==> src/rtl/td4x_pkg.sv <==
// Shared TD4X definitions: opcodes, FSM states, instruction packer and the default ROM image.
package td4x_pkg;

  localparam logic [3:0] OP_ADD_A  = 4'b0000;
  localparam logic [3:0] OP_MOV_AB = 4'b0001;
  localparam logic [3:0] OP_IN_A   = 4'b0010;
  localparam logic [3:0] OP_MOV_A  = 4'b0011;
  localparam logic [3:0] OP_MOV_BA = 4'b0100;
  localparam logic [3:0] OP_ADD_B  = 4'b0101;
  localparam logic [3:0] OP_IN_B   = 4'b0110;
  localparam logic [3:0] OP_MOV_B  = 4'b0111;
  localparam logic [3:0] OP_OUT_B  = 4'b1001;
  localparam logic [3:0] OP_OUT_IM = 4'b1011;
  localparam logic [3:0] OP_JNC    = 4'b1110;
  localparam logic [3:0] OP_JMP    = 4'b1111;

  typedef enum logic [1:0] {
    IDLE   = 2'd0,
    RUN    = 2'd1,
    HALTED = 2'd2
  } state_t;

  function automatic logic [7:0] instr(input logic [3:0] op, input logic [3:0] im);
    return {op, im};
  endfunction

  // Ramen timer, word 0 in the low byte: blink 7/6/0-4 through counting loops, show 8, halt at 15.
  localparam logic [15:0][7:0] DEFAULT_PROG = {
    8'hFF, 8'hB8, 8'hEA, 8'h01, 8'hB4, 8'hB0, 8'hE8, 8'h01,
    8'hE6, 8'h01, 8'hB6, 8'hE3, 8'h01, 8'hE1, 8'h01, 8'hB7
  };

endpackage

==> src/rtl/td4x_prog_mem.sv <==
// Program store: async read; writable RAM when TD4X_PROG_EN is defined, else a ROM of DEFAULT_PROG.
module td4x_prog_mem
  import td4x_pkg::*;
#(
  parameter int DATA_W = 4,
  parameter int PC_W   = 4
) (
`ifdef TD4X_PROG_EN
  input  logic              clk,
  input  logic              we,
  input  logic [PC_W-1:0]   waddr,
  input  logic [DATA_W+3:0] wdata,
`endif
  input  logic [PC_W-1:0]   raddr,
  output logic [DATA_W+3:0] rdata
);

  localparam int DEPTH = 2 ** PC_W;

`ifdef TD4X_PROG_EN
  logic [DATA_W+3:0] mem [DEPTH];

  always_ff @(posedge clk) begin
    if (we) mem[waddr] <= wdata;
  end

  assign rdata = mem[raddr];
`else
  // The 4-bit image is widened by zero-extending the immediate; words past 15 read as ADD A,0.
  function automatic logic [DATA_W+3:0] rom_word(input logic [PC_W-1:0] a);
    logic [7:0] w;
    w = (32'(a) < 32'd16) ? DEFAULT_PROG[4'(a)] : 8'h00;
    return {w[7:4], DATA_W'(w[3:0])};
  endfunction

  assign rdata = rom_word(raddr);
`endif

endmodule

==> src/rtl/td4x_core.sv <==
// TD4X CPU core: run/step/clear FSM, decode, ALU, A/B/C/PC/output registers and halt detect.
// Build option TD4X_PROG_EN adds the prog_* write port; otherwise the program is a fixed ROM.
module td4x_core
  import td4x_pkg::*;
#(
  parameter int DATA_W = 4,
  parameter int PC_W   = 4
) (
  input  logic              clk,
  input  logic              rst_n,
  input  logic              run,
  input  logic              step,
  input  logic              clr,
  input  logic [DATA_W-1:0] in_port,
  output logic [DATA_W-1:0] out_port,
  output logic              halted,
  output logic [PC_W-1:0]   pc_o,
  output logic              carry_o,
`ifdef TD4X_PROG_EN
  input  logic              prog_we,
  input  logic [PC_W-1:0]   prog_addr,
  input  logic [DATA_W+3:0] prog_data,
`endif
  output logic [1:0]        dbg_state
);

  state_t            state;
  logic [DATA_W-1:0] a_reg, b_reg, out_reg;
  logic              c_reg;
  logic [PC_W-1:0]   pc;

  logic [DATA_W+3:0] instr_w;
  logic [3:0]        op;
  logic [DATA_W-1:0] im;
  logic [DATA_W-1:0] src;
  logic [DATA_W:0]   sum;
  logic              wr_a, wr_b, wr_out, jump, valid, exec;
  logic [PC_W-1:0]   target, pc_next;
  logic              halt_hit;

`ifdef TD4X_PROG_EN
  logic mem_we;
  assign mem_we = prog_we && (state != RUN);
`endif

  td4x_prog_mem #(.DATA_W(DATA_W), .PC_W(PC_W)) u_mem (
`ifdef TD4X_PROG_EN
    .clk   (clk),
    .we    (mem_we),
    .waddr (prog_addr),
    .wdata (prog_data),
`endif
    .raddr (pc),
    .rdata (instr_w)
  );

  assign op = instr_w[DATA_W+3:DATA_W];
  assign im = instr_w[DATA_W-1:0];

  always_comb begin
    exec = 1'b0;
    case (state)
      IDLE:    exec = run | step;
      RUN:     exec = run;
      default: exec = 1'b0;
    endcase
  end

  always_comb begin
    src    = '0;
    wr_a   = 1'b0;
    wr_b   = 1'b0;
    wr_out = 1'b0;
    jump   = 1'b0;
    valid  = 1'b1;
    case (op)
      OP_ADD_A:  begin src = a_reg;   wr_a = 1'b1; end
      OP_MOV_AB: begin src = b_reg;   wr_a = 1'b1; end
      OP_IN_A:   begin src = in_port; wr_a = 1'b1; end
      OP_MOV_A:  wr_a = 1'b1;
      OP_MOV_BA: begin src = a_reg;   wr_b = 1'b1; end
      OP_ADD_B:  begin src = b_reg;   wr_b = 1'b1; end
      OP_IN_B:   begin src = in_port; wr_b = 1'b1; end
      OP_MOV_B:  wr_b = 1'b1;
      OP_OUT_B:  begin src = b_reg;   wr_out = 1'b1; end
      OP_OUT_IM: wr_out = 1'b1;
      OP_JNC:    jump = ~c_reg;
      OP_JMP:    jump = 1'b1;
      default:   valid = 1'b0;
    endcase
  end

  // Jumps add im to zero, so they always clear C, as on the original TD4.
  assign sum      = {1'b0, src} + {1'b0, im};
  assign target   = im[PC_W-1:0];
  assign pc_next  = jump ? target : pc + PC_W'(1);
  assign halt_hit = jump && (target == pc);

  always_ff @(posedge clk or negedge rst_n) begin
    if (!rst_n) begin
      state   <= IDLE;
      a_reg   <= '0;
      b_reg   <= '0;
      out_reg <= '0;
      c_reg   <= 1'b0;
      pc      <= '0;
    end else if (clr) begin
      state   <= IDLE;
      a_reg   <= '0;
      b_reg   <= '0;
      out_reg <= '0;
      c_reg   <= 1'b0;
      pc      <= '0;
    end else if (exec) begin
      c_reg <= valid ? sum[DATA_W] : 1'b0;
      pc    <= pc_next;
      if (wr_a)   a_reg   <= sum[DATA_W-1:0];
      if (wr_b)   b_reg   <= sum[DATA_W-1:0];
      if (wr_out) out_reg <= sum[DATA_W-1:0];
      if (halt_hit)                  state <= HALTED;
      else if (state == IDLE && run) state <= RUN;
    end else if (state == RUN) begin
      state <= IDLE;
    end
  end

  assign out_port  = out_reg;
  assign pc_o      = pc;
  assign carry_o   = c_reg;
  assign halted    = (state == HALTED);
  assign dbg_state = state;

endmodule

==> config.mk <==
export PLATFORM = sky130hd
export DESIGN_NAME = td4x_core
export DESIGN_NICKNAME = d
export VERILOG_FILES = /design/src/rtl/td4x_pkg.sv /design/src/rtl/td4x_prog_mem.sv /design/src/rtl/td4x_core.sv
export SDC_FILE = /design/constraint.sdc
export NUM_CORES = 1
export LEC_CHECK = 0
export CAP_MARGIN = 5
export CORE_MARGIN = 2
export CORE_UTILIZATION = 36
export DETAILED_ROUTE_END_ITERATION = 16
export PLACE_DENSITY_LB_ADDON = 0.3
export SYNTH_ARGS = -nofsm -noshare
export SYNTH_HDL_FRONTEND = slang
export SYNTH_SLANG_ARGS = --single-unit
==> constraint.sdc <==
create_clock -name clk -period 7.9 [get_ports clk]
set_input_delay 1.58 -clock clk [delete_from_list [all_inputs] [get_ports clk]]
set_output_delay 1.58 -clock clk [all_outputs]
set_load 0.01 [all_outputs]
==> results.yml <==
synth:
  yosys-top-cells-area: "dfrtp_1 33%, mux2i_1 13%, ha_1 9.7%, nor2_1 5.6%, a21oi_1 3.2%"
  synth_edf_count: 0
  netlist-cell-type-count: 40
  synth.avg_cell_area_um2: 9.53
  synth_nets: 170
  synth_top_area_share_pct: 33.5
  synthFlopType: "dfrtp_1"
  synth_top_cell_by_area: "dfrtp_1"
  synth-seq-cells: 19
  syn_inst: 149
  synth_warnings: 0
  ys_async_sr_fraction_pct: 100
  seq_area_frac_synth_pct: 33.5
  synth_area_mm2: 0.00142
drt:
  ant_nets: 0
  wirelength_um: 2960
  drt-vias-per-instance: 5.24
  vias: 1101
  dr.pass1.iters: 4
  wl_per_cell_um: 14.1
  first_iter_violations: 20
  drc_errors: 0
clock_tree:
  cts_tree: "done"
  cts_max_level: 1
  cts.sinks: 19
  clk_transition_reported_paths_ns: 0.08
  clockBufferDepth: 2
  cts_buffers: 3
  cts_hold_buf: 0
  postCtsSetupBuffers: 0
  clk_latency_ns: 0.26
  cts.repair.resized: 0
  root_buffer: "clkbuf_8"
global_route:
  grt_usage_pct: 14.8
  grt_pass1_wl_um: 4990
  grt_pass1_vias: 1048
  grt_overflow: 0
  grt_max_degree: 23
  antenna_found_initial: 0
timing:
  setup_viol: 0
  drv_slew: 0
  slew_headroom_pct: 43.0
  finalCritPeriodShare_pct: 41.6
  fmax_mhz: 304
  timing.hold.ws_ns: 0.526
  rsz0062_at_grt: "no"
  fin_crit_ns: 3.28
  setup_tns_ns: 0
  skew_ns: 0.00228
  tightest_slew_ns: 0.852
  hold_viol_final: 0
finish:
  area_growth_pct: 16.5
  fin_area_mm2: 0.00165
  drive_above_1_share_pct: 6.79
  final_nets: 184
  fillers: 374
  fin_util_pct: 44.5
  antenna_cells: 0
critical_path:
  critPathTopFamily: "compound AO/OA/AOI/OAI gates"
  cpPeakStageDelay_ns: 0.58
  cp_slowest_cell: "dfrtp_1"
  crit_path_end_kind: "register"
  crit_buf_inv: 3
  cp_max_fo: 13
  worstPathArrival_ns: 3.46
  cpMostUsedCell: "inv_1"
  crit_required_ns: 8.07
  start_kind: "register"
  path_cells: "inv_1 -> ha_1 -> mux2i_1 -> o21a_1 -> mux2i_1 -> nor2_1 -> ha_1 -> inv_1 -> fa_1 -> inv_1 -> a21o_1 -> a21oi_1 -> a211o_1 -> a21oi_1"
  worstSetupPathType: "reg -> reg"
floorplan:
  initial_core_util_pct: 38.2
  num_rows: 22
  die_area_mm2: 0.00446
  die_y_um: 66.8
  core_mm2: 0.00372
  die_w_um: 66.8
  floorplan.io_pins: 21
placed_design:
  hpwl_um: 2180
  gp_congestion: 0.881
  port_buffers: 16
  dpl_cell_area_mm2: 0.00161
pwr:
  power.total_w: 0.000425
  powerDensity_mw_per_mm2: 257
  p_leak_nw: 0.732
  irDropWorstVdd_mv: 0.0983
run_status:
  status: "finished, final reports clean"
min_path:
  hold_path.class: "reg -> reg"
flow_run:
  maxCapViolations: 0
synth_stat cells (2+ instances only):
cell and n:
a21o_1 4, a21oi_1 9, and2_1 2, buf_2 2, clkbuf_1 5, dfrtp_1 19
ha_1 11, inv_1 9, mux2i_1 18, nand2_1 7, nor2_1 21, nor2b_1 5
nor3_1 3, nor3b_1 2, o21a_1 2, o21ai_0 4, or4_1 2, xnor2_1 2
cell type report:
class	instances	area, um2	area share [%]
Inverter	9	33.8	2.04
Clock buffer	3	41.3	2.50
Clock inverter	1	5.00	0.303
Tap cell	48	60.1	3.63
Timing Repair Buffer	17	168	10.1
Sequential cell	19	475	28.7
Multi-Input combinational cell	113	871	52.6
routing by layer:
metal	vias up	part of all wire [%]	track usage, %
li1	551	-	-
met5	-	0	0
met4	0	1.3	3.83
met2	17	48	24.3
met3	5	3.7	2.53
met1	528	47	20.1
placed cells by master (no fill, tap or decap), types with 2 or more instances in the layout:
master and count:
or4_1 2, and2_1 2, dfrtp_1 19, o21a_1 2
inv_1 9, clkbuf_8 3, ha_1 11, a21oi_1 9
mux2i_1 18, nor2b_1 5, nand2_1 7, nor3_1 3
nor3b_1 2, xnor2_1 2, clkdlybuf4s50_1 16, nor2_1 21
a21o_1 4, o21ai_0 4
worst min-delay path: stages (launching register included):
cell and delay [ns]:
dfrtp_1 0.35, mux2i_1 0.06, nor2_1 0.08
report_power, final:
group          internal (W)  switching, W
Clock             0.0000351     0.0000354
Combinational     0.0000997      0.000116
Sequential         0.000114     0.0000245
Total              0.000249      0.000176
through the flow:
step                      instances  worst slack, ns
after floorplan                 149             4.90
after global placement          206             4.55
after detailed placement        206             4.55
after CTS                       210             4.60
after global routing            210             4.33
final                           210             4.62
kinds of logic after synthesis:
family / count (synthesis) / share of synthesized area, %
simple gates: 48 / 18.9
fa+ha+maj: 12 / 11.1
mux: 20 / 15.1
xor+xnor: 2 / 1.23
flops: 19 / 33.5
compound gates: 31 / 15.0
buf+inv: 17 / 5.20
worst paths after layout:
kind                             start     endpoint  slack [ns]  cells after the start
max                            pc_o[0]      carry_o        4.62                     14
min                        out_port[0]  out_port[0]        0.53                      2
max reg2reg                    pc_o[0]      carry_o        4.62                     14
min reg2reg                out_port[0]  out_port[0]        0.53                      2
max in group asynchronous        rst_n     a_reg[2]        5.57                      1
min in group asynchronous        rst_n     b_reg[0]        1.80                      1
Note: power is estimated with default switching activity, not from simulation.
